===== src/rtl/dram_burst_reader.sv =====
// dram_burst_reader
//   AXI4 read master that turns one DRAM read command (start address and
//   beat count) into one or two INCR bursts. A command is split when it would
//   cross a 4 KB page. Returned R beats are forwarded one cycle after each
//   R handshake. Protocol and response problems are recorded in a sticky
//   error register.
//
// Ports
//   clk_pixel, dram_reader_reset_n         clock, async active-low reset
//   dram_read_addr/len/en                  command in (len = beats - 1)
//   dram_read_busy                         command in progress
//   dram_read_data/_valid                  forwarded R beats
//   dram_read_error/_clear                 sticky flags {drop, rlast, rresp}
//   m_axi_ar*                              AXI read address channel
//   m_axi_r*                               AXI read data channel
module dram_burst_reader #(
    parameter int DRAM_ADDR_WIDTH = 39,
    parameter int DRAM_DATA_WIDTH = 128
) (
    input  logic                       clk_pixel,
    input  logic                       dram_reader_reset_n,
    input  logic [DRAM_ADDR_WIDTH-1:0] dram_read_addr,
    input  logic [7:0]                 dram_read_len,
    input  logic                       dram_read_en,
    output logic                       dram_read_busy,
    output logic [DRAM_DATA_WIDTH-1:0] dram_read_data,
    output logic                       dram_read_data_valid,
    output logic [2:0]                 dram_read_error,
    input  logic                       dram_read_error_clear,
    output logic [DRAM_ADDR_WIDTH-1:0] m_axi_araddr,
    output logic [7:0]                 m_axi_arlen,
    output logic [2:0]                 m_axi_arsize,
    output logic [1:0]                 m_axi_arburst,
    output logic                       m_axi_arvalid,
    input  logic                       m_axi_arready,
    input  logic [DRAM_DATA_WIDTH-1:0] m_axi_rdata,
    input  logic [1:0]                 m_axi_rresp,
    input  logic                       m_axi_rlast,
    input  logic                       m_axi_rvalid,
    output logic                       m_axi_rready
);

    localparam int BPB        = DRAM_DATA_WIDTH / 8;
    localparam int LSB        = $clog2(BPB);
    localparam int PAGE_BEATS = 4096 / BPB;
    localparam logic [DRAM_ADDR_WIDTH-1:0] ALIGN_MASK = ~DRAM_ADDR_WIDTH'(BPB - 1);

    typedef enum logic [1:0] {IDLE, ADDR, DATA} state_t;

    // Beats that fit before the next 4 KB page boundary, capped at what is left.
    function automatic logic [8:0] calc_burst(input logic [11-LSB:0] beat_off,
                                              input logic [8:0]      rem);
        logic [12:0] room;
        room = 13'(PAGE_BEATS) - 13'(beat_off);
        if ({4'd0, rem} < room)
            return rem;
        else
            return room[8:0];
    endfunction

    state_t                       state_reg, state_next;
    logic [DRAM_ADDR_WIDTH-1:0]   cur_addr_reg, cur_addr_next;
    logic [8:0]                   remaining_reg, remaining_next;
    logic [8:0]                   burst_reg, burst_next;
    logic [8:0]                   beat_cnt_reg, beat_cnt_next;
    logic                         arvalid_reg, arvalid_next;
    logic [DRAM_ADDR_WIDTH-1:0]   araddr_reg, araddr_next;
    logic [7:0]                   arlen_reg, arlen_next;
    logic [DRAM_DATA_WIDTH-1:0]   data_reg, data_next;
    logic                         data_valid_reg, data_valid_next;
    logic [2:0]                   error_reg, error_next;
    logic                         busy_reg, busy_next;

    logic [DRAM_ADDR_WIDTH-1:0]   aligned_addr;
    logic [8:0]                   load_rem;
    logic [8:0]                   new_burst;
    logic [8:0]                   beat_num;
    logic [2:0]                   err_set;

    always_ff @(posedge clk_pixel or negedge dram_reader_reset_n) begin
        if (!dram_reader_reset_n) begin
            state_reg      <= IDLE;
            cur_addr_reg   <= '0;
            remaining_reg  <= '0;
            burst_reg      <= '0;
            beat_cnt_reg   <= '0;
            arvalid_reg    <= 1'b0;
            araddr_reg     <= '0;
            arlen_reg      <= '0;
            data_reg       <= '0;
            data_valid_reg <= 1'b0;
            error_reg      <= '0;
            busy_reg       <= 1'b0;
        end else begin
            state_reg      <= state_next;
            cur_addr_reg   <= cur_addr_next;
            remaining_reg  <= remaining_next;
            burst_reg      <= burst_next;
            beat_cnt_reg   <= beat_cnt_next;
            arvalid_reg    <= arvalid_next;
            araddr_reg     <= araddr_next;
            arlen_reg      <= arlen_next;
            data_reg       <= data_next;
            data_valid_reg <= data_valid_next;
            error_reg      <= error_next;
            busy_reg       <= busy_next;
        end
    end

    always_comb begin
        state_next      = state_reg;
        cur_addr_next   = cur_addr_reg;
        remaining_next  = remaining_reg;
        burst_next      = burst_reg;
        beat_cnt_next   = beat_cnt_reg;
        arvalid_next    = arvalid_reg;
        araddr_next     = araddr_reg;
        arlen_next      = arlen_reg;
        data_next       = data_reg;
        data_valid_next = 1'b0;
        err_set         = 3'b000;
        aligned_addr    = dram_read_addr & ALIGN_MASK;
        load_rem        = {1'b0, dram_read_len} + 9'd1;
        new_burst       = '0;
        beat_num        = beat_cnt_reg + 9'd1;

        unique case (state_reg)
            IDLE: begin
                // The AR registers are loaded here so arvalid rises the cycle
                // after the command strobe.
                if (dram_read_en) begin
                    new_burst      = calc_burst(aligned_addr[11:LSB], load_rem);
                    cur_addr_next  = aligned_addr;
                    remaining_next = load_rem;
                    burst_next     = new_burst;
                    arvalid_next   = 1'b1;
                    araddr_next    = aligned_addr;
                    arlen_next     = 8'(new_burst - 9'd1);
                    state_next     = ADDR;
                end
            end
            ADDR: begin
                if (m_axi_arready) begin
                    arvalid_next   = 1'b0;
                    beat_cnt_next  = '0;
                    cur_addr_next  = cur_addr_reg + (DRAM_ADDR_WIDTH'(burst_reg) << LSB);
                    remaining_next = remaining_reg - burst_reg;
                    state_next     = DATA;
                end
            end
            DATA: begin
                if (m_axi_rvalid) begin
                    data_next       = m_axi_rdata;
                    data_valid_next = 1'b1;
                    beat_cnt_next   = beat_num;
                    if (m_axi_rresp != 2'b00)
                        err_set[0] = 1'b1;
                    if (m_axi_rlast) begin
                        // An early rlast ends the burst; the short fall is not re-fetched.
                        if (beat_num != burst_reg)
                            err_set[1] = 1'b1;
                        if (remaining_reg != 9'd0) begin
                            new_burst    = calc_burst(cur_addr_reg[11:LSB], remaining_reg);
                            burst_next   = new_burst;
                            arvalid_next = 1'b1;
                            araddr_next  = cur_addr_reg;
                            arlen_next   = 8'(new_burst - 9'd1);
                            state_next   = ADDR;
                        end else begin
                            state_next   = IDLE;
                        end
                    end else if (beat_num == burst_reg) begin
                        // Missing rlast: keep forwarding until it shows up.
                        err_set[1] = 1'b1;
                    end
                end
            end
            default: state_next = IDLE;
        endcase

        if (dram_read_en && (state_reg != IDLE))
            err_set[2] = 1'b1;

        // A new error in the same cycle as a clear survives the clear.
        error_next = (dram_read_error_clear ? 3'b000 : error_reg) | err_set;
        busy_next  = (state_next != IDLE);
    end

    assign dram_read_busy       = busy_reg;
    assign dram_read_data       = data_reg;
    assign dram_read_data_valid = data_valid_reg;
    assign dram_read_error      = error_reg;
    assign m_axi_araddr         = araddr_reg;
    assign m_axi_arlen          = arlen_reg;
    assign m_axi_arsize         = 3'(LSB);
    assign m_axi_arburst        = 2'b01;
    assign m_axi_arvalid        = arvalid_reg;
    assign m_axi_rready         = (state_reg == DATA);

endmodule


===== config.mk =====
export PLATFORM = sky130hd
export DESIGN_NAME = dram_burst_reader
export DESIGN_NICKNAME = d
export VERILOG_FILES = /design/src/rtl/dram_burst_reader.sv
export SDC_FILE = /design/constraint.sdc
export NUM_CORES = 1
export LEC_CHECK = 0
export CORE_MARGIN = 2
export CORE_UTILIZATION = 52
export DETAILED_ROUTE_END_ITERATION = 10
export GPL_ROUTABILITY_DRIVEN = 0
export PLACE_DENSITY = 0.95
export REMOVE_ABC_BUFFERS = 1
export SYNTH_ARGS = -nofsm -noshare
export SYNTH_HDL_FRONTEND = slang
export SYNTH_SLANG_ARGS = --single-unit

===== constraint.sdc =====
create_clock -name clk_pixel -period 9.43 [get_ports clk_pixel]
set_clock_uncertainty 0.1 [all_clocks]
set_input_delay 2.3575 -clock clk_pixel [delete_from_list [all_inputs] [get_ports clk_pixel]]
set_output_delay 2.3575 -clock clk_pixel [all_outputs]
set_load 0.1 [all_outputs]

# --- Yosys cells after proc, flatten, opt, wreduce, memory -nomap -nowiden ---
# Index checks and enable logic that the tools add are counted.
totals:
  ff_bits: 249
  latchBits: 0
  ram_bits: 0
  rom_bits: 0
  input_bits: 184
  output_inout_bits: 187
  elab_cells: 100
  memories: 0
classes:
  addsub: 8
  multipliers: 0
  n_div: 0
  order_cmp: 2
  n_eq_ne: 9
  shifts: 0
  mux: 53
  bitwise_logic: 1
  reduce_logical: 15
op_table:
  columns: ["operator", "count"]
  rows:
  - ["two-way mux 39 bit", 5]
  - ["one-hot mux 39 bit (2 select lines)", 2]
  - ["two-way mux 9 bit", 16]
  - ["one-hot mux 9 bit (2 select lines)", 3]
  - ["adder 39 x 13 -> 39 bit", 1]
  - ["two-way mux 8 bit", 4]
  - ["< comparator 9 x 13 -> 1 bit", 2]
  - ["subtractor 9 x 8 -> 10 bit (first input constant)", 2]
  - ["one-hot mux 8 bit (2 select lines)", 1]
  - ["subtractor 8 x 1 -> 8 bit (second input constant)", 2]
  - ["two-way mux 1 bit", 13]
  - ["two-way mux 2 bit", 6]
  - ["nonzero test 2 bit", 6]
  - ["adder 8 x 1 -> 9 bit (second input constant)", 1]
  - ["adder 9 x 1 -> 9 bit (second input constant)", 1]
  - ["equality test 9 bit", 1]
  - ["!= test 9 bit", 1]
  - ["nonzero test 9 bit", 1]
  - ["subtractor 9 bit", 1]
  - ["!= test 2 bit (second input constant)", 4]
  - ["one-hot mux 2 bit (3 select lines)", 1]
  - ["AND reduction 3 bit", 2]
  - ["AND reduction 6 bit", 1]
  - ["AND reduction 5 bit", 1]
  - ["10 further kinds", 10]

# --- Logic depth before layout (Yosys ltp) ---
depth:
  word_depth: 12
  depth_mapped: 17
  mapped_depth_nobuf: 17

# --- Worst setup path after synthesis ---
# Ideal clock, no wire load.
synth_timing:
  path_type: "input to register"
  start: "in dram_read_addr[7]"
  end: "reg arlen_reg[2], in the netlist m_axi_arlen[2]"
  setup_ns: 0.126
  arrival_ns: 5.511
  required_time_ns: 9.204
  slack_ns: 3.693
  stages: 12
  path_buffers: 0
  cell_sequence: "or3_1 or2_1 or4_1 ha_1 and3_1 a221o_2 nor2_8 mux2i_1 a21oi_1 ha_1 xnor2_1 mux2_2"
synth_between:
  elab_chain_cells: 8
synth_rtl:
  columns: ["item", "line_no", "text"]
  rows:
  - ["from (decl)", "22", "input logic [DRAM_ADDR_WIDTH-1:0] dram_read_addr,"]
  - ["subtractor 9 x 8 -> 10 bit", "54", "room = 13'(PAGE_BEATS) - 13'(beat_off);"]
  - ["< comparator 9 x 13 -> 1 bit", "55", "if ({4'd0, rem} < room)"]
  - ["two-way mux 9 bit", "55", null]
  - ["two-way mux 9 bit", "131", "if (dram_read_en) begin"]
  - ["two-way mux 9 bit", "127", "unique case (state_reg)"]
  - ["subtractor 8 x 1 -> 8 bit", "138", "arlen_next = 8'(new_burst - 9'd1);"]
  - ["two-way mux 8 bit", "131", null]
  - ["one-hot mux 8 bit (2 select lines)", "127", null]
  - ["to (signal assigned)", "102", "arlen_reg <= arlen_next;"]
  - ["to (decl)", "68", "logic [7:0] arlen_reg, arlen_next;"]
# Every way passes these cells. The select of a mux whose other input is x is not followed.
# A chain may end at the register's enable or synchronous reset.

# --- Worst setup path in the final report ---
# Ends and elaborated chain as after synthesis.

==> impl_metrics.py <==
metrics = {
    "clock_tree": {
        "cts-root-buf": "clkbuf_16",
        "clk_latency_ns": 0.52,
        "path_clk_slew_ns": 0.06,
        "clkSinkCount": 241,
        "cts_max_level": 1,
        "clock_path_buffers": 3,
        "post_cts_resized": 0,
        "tritoncts": "done",
        "cts_buffers": 26,
        "cts_setup_buffers": 0,
        "cts_hold_buf": 0,
    },
    "route": {
        "num_vias": 12200,
        "drtPass1Iterations": 5,
        "routedWlPerCell_um": 19.6,
        "wl_um": 41400,
        "ant_nets": 0,
        "drc": 0,
        "viasPerCell": 5.79,
        "drtIter0Drc": 1512,
    },
    "placed_design": {
        "place_hpwl_um": 29600,
        "portBuffers": 357,
        "post-place-ws_ns": 2.74,
    },
    "critical_path": {
        "end_kind": "flip-flop",
        "r2r_end": "m_axi_arlen[2]",
        "crit_start": "dram_read_addr[7]",
        "worstPathMaxFanout": 10,
        "path_class": "in -> reg",
        "r2r-start": "cur_addr_reg[6]",
        "arrival_ns": 6.68,
        "crit_required_ns": 9.73,
        "r2r_setup_slack_ns": 5.28,
        "r2r_cells": 14,
        "cp-start-kind": "input pin",
    },
    "finish": {
        "areaGrowthSynthToFinish_pct": 37.3,
        "largest_reg_flops": 128,
        "nets": 1987,
        "drive_gt1_share_pct": 4.83,
    },
    "sta": {
        "period_share_pct": 67.6,
        "tightest_slew_ns": 1.11,
        "setup_viol": 0,
        "hold_ws_ns": 0.372,
        "timing.final.ws_setup_ns": 3.05,
        "post-route-min-period_ns": 6.38,
        "max_freq_ghz": 0.157,
        "drv_slew": 0,
        "finalHoldViolCount": 0,
        "slew-limit-headroom_pct": 26.0,
        "fin_tns_setup_ns": 0,
        "rsz0062_at_grt": "false",
    },
    "floorplan": {
        "die_h_um": 159,
        "core_sq_mm": 0.0235,
        "io_pins": 371,
        "dieArea_sq_mm": 0.0252,
        "start_util_pct": 53.0,
        "num_rows": 56,
        "die_width_um": 159,
    },
    "yosys": {
        "yosysMostFrequentCell": "nand2_1",
        "yosysTopAreaCell": "dfrtp_1",
        "synth-async-reset-ratio_pct": 100,
        "synth_flop_cell": "dfrtp_1",
        "synth-edff-count": 0,
        "synth_top_area_share_pct": 48.4,
        "ys_ff_latch": 241,
        "avgSynthCellArea_sq_um": 8.63,
        "synth_warnings": 0,
        "postSynthCellCount": 1442,
        "netlist_area_sq_mm": 0.0124,
        "synthDistinctLibCells": 74,
        "yosys-top-cells-count": "nand2_1, dfrtp_1, o21ai_0, a21oi_1, nor2_1",
        "synth_area_leaders": "dfrtp_1, nand2_1, o21ai_0",
        "seq_area_frac_synth_pct": 48.4,
    },
    "grt": {
        "antenna_found_initial": 12,
        "grt_pass1_wl_um": 66200,
        "overflow": 0,
        "grt_pass1_vias": 12200,
        "grt_usage_pct": 32.6,
        "grt_max_degree": 125,
    },
    "flow_run": {
        "drv_cap": 0,
    },
    "hold_path": {
        "hp-class": "reg -> reg",
        "worst_hold_path.endpoint": "dram_read_data[50]",
        "worstHoldStart": "dram_read_data[50]",
        "min_delay_path_depth": 2,
    },
    "run_status": {
        "status": "completed",
    },
}
-- stage by stage --
step / instance area [sq um] / utilization [%] / cells
global placement: 16200 / 69.1 / 2055
detailed placement: 16200 / 69.1 / 2055
finish: 17100 / 72.8 / 2113
CTS: 17100 / 72.7 / 2101
floorplan: 12100 / - / 1367
global route: 17100 / 72.8 / 2113
-- routing by layer --
layer	vias up	wire length (um)	global-route usage, %
li1	5506	-	-
met1	5858	15200	39.3
met2	712	20800	55.8
met3	151	3210	6.61
met4	0	2170	16.3
met5	-	0	0
-- worst max-delay path, cell delays in order --
cell and delay, ns:
clkdlybuf4s50_1 0.52, or3_1 0.42, or2_1 0.25, nor4_1 0.32, xor2_1 0.32, ha_1 0.33
a21o_1 0.23, a221o_2 0.46, nor2_8 0.21, mux2i_1 0.38, a21oi_1 0.16, ha_1 0.28
xnor2_1 0.17, mux2_2 0.28
-- cells in the final DEF, fill, tap and decap left out, types with 11 or more instances in the layout --
cell type,instances
o21ai_1,11
o21ai_0,94
clkdlybuf4s50_1,355
a21o_1,11
dfrtp_1,241
mux2i_1,36
a21oi_1,59
or3_1,11
xnor2_1,24
buf_4,13
nand2_1,498
ha_1,37
diode_2,12
xor2_1,17
nand3_1,33
clkbuf_16,26
inv_1,36
and3_1,20
nor3_1,18
nor2_1,58
-- worst max path at each step --
stage	depth (start not counted)	endpoint
final	14	m_axi_arlen[2]
after global routing	14	m_axi_arlen[2]
after CTS	14	m_axi_arlen[2]
after detailed placement	14	m_axi_arlen[2]
after global placement	14	m_axi_arlen[2]
after floorplan	7	beat_cnt_reg[0]
-- cells by family (layout without fill, tap and decap cells) --
logic type               after synthesis  count (layout)  share of synthesized area, %
AO/OA/AOI/OAI                        266             266                          13.9
XOR/XNOR                              42              42                          3.02
adder cells (fa/ha/maj)               39              39                          4.04
buffers and inverters                120             453                          3.99
AND/OR/NAND/NOR                      693             693                          23.4
multiplexers                          39              39                          3.17
other                                  2              21                        0.0603
flip-flops                           241             241                          48.4
-- layout make-up --
class                           count  area [sq um]
Tap cell                          319           399
Clock inverter                     10           143
Sequential cell                   241          6030
Clock buffer                       36           708
Timing Repair Buffer              369          3670
Multi-Input combinational cell   1088          5970
Antenna cell                       12          30.0
Inverter                           38           145
Fill cell                        1598          6380
Power is not shown: default switching activity piles up to over one toggle a cycle in this logic, so the estimate is an artifact.
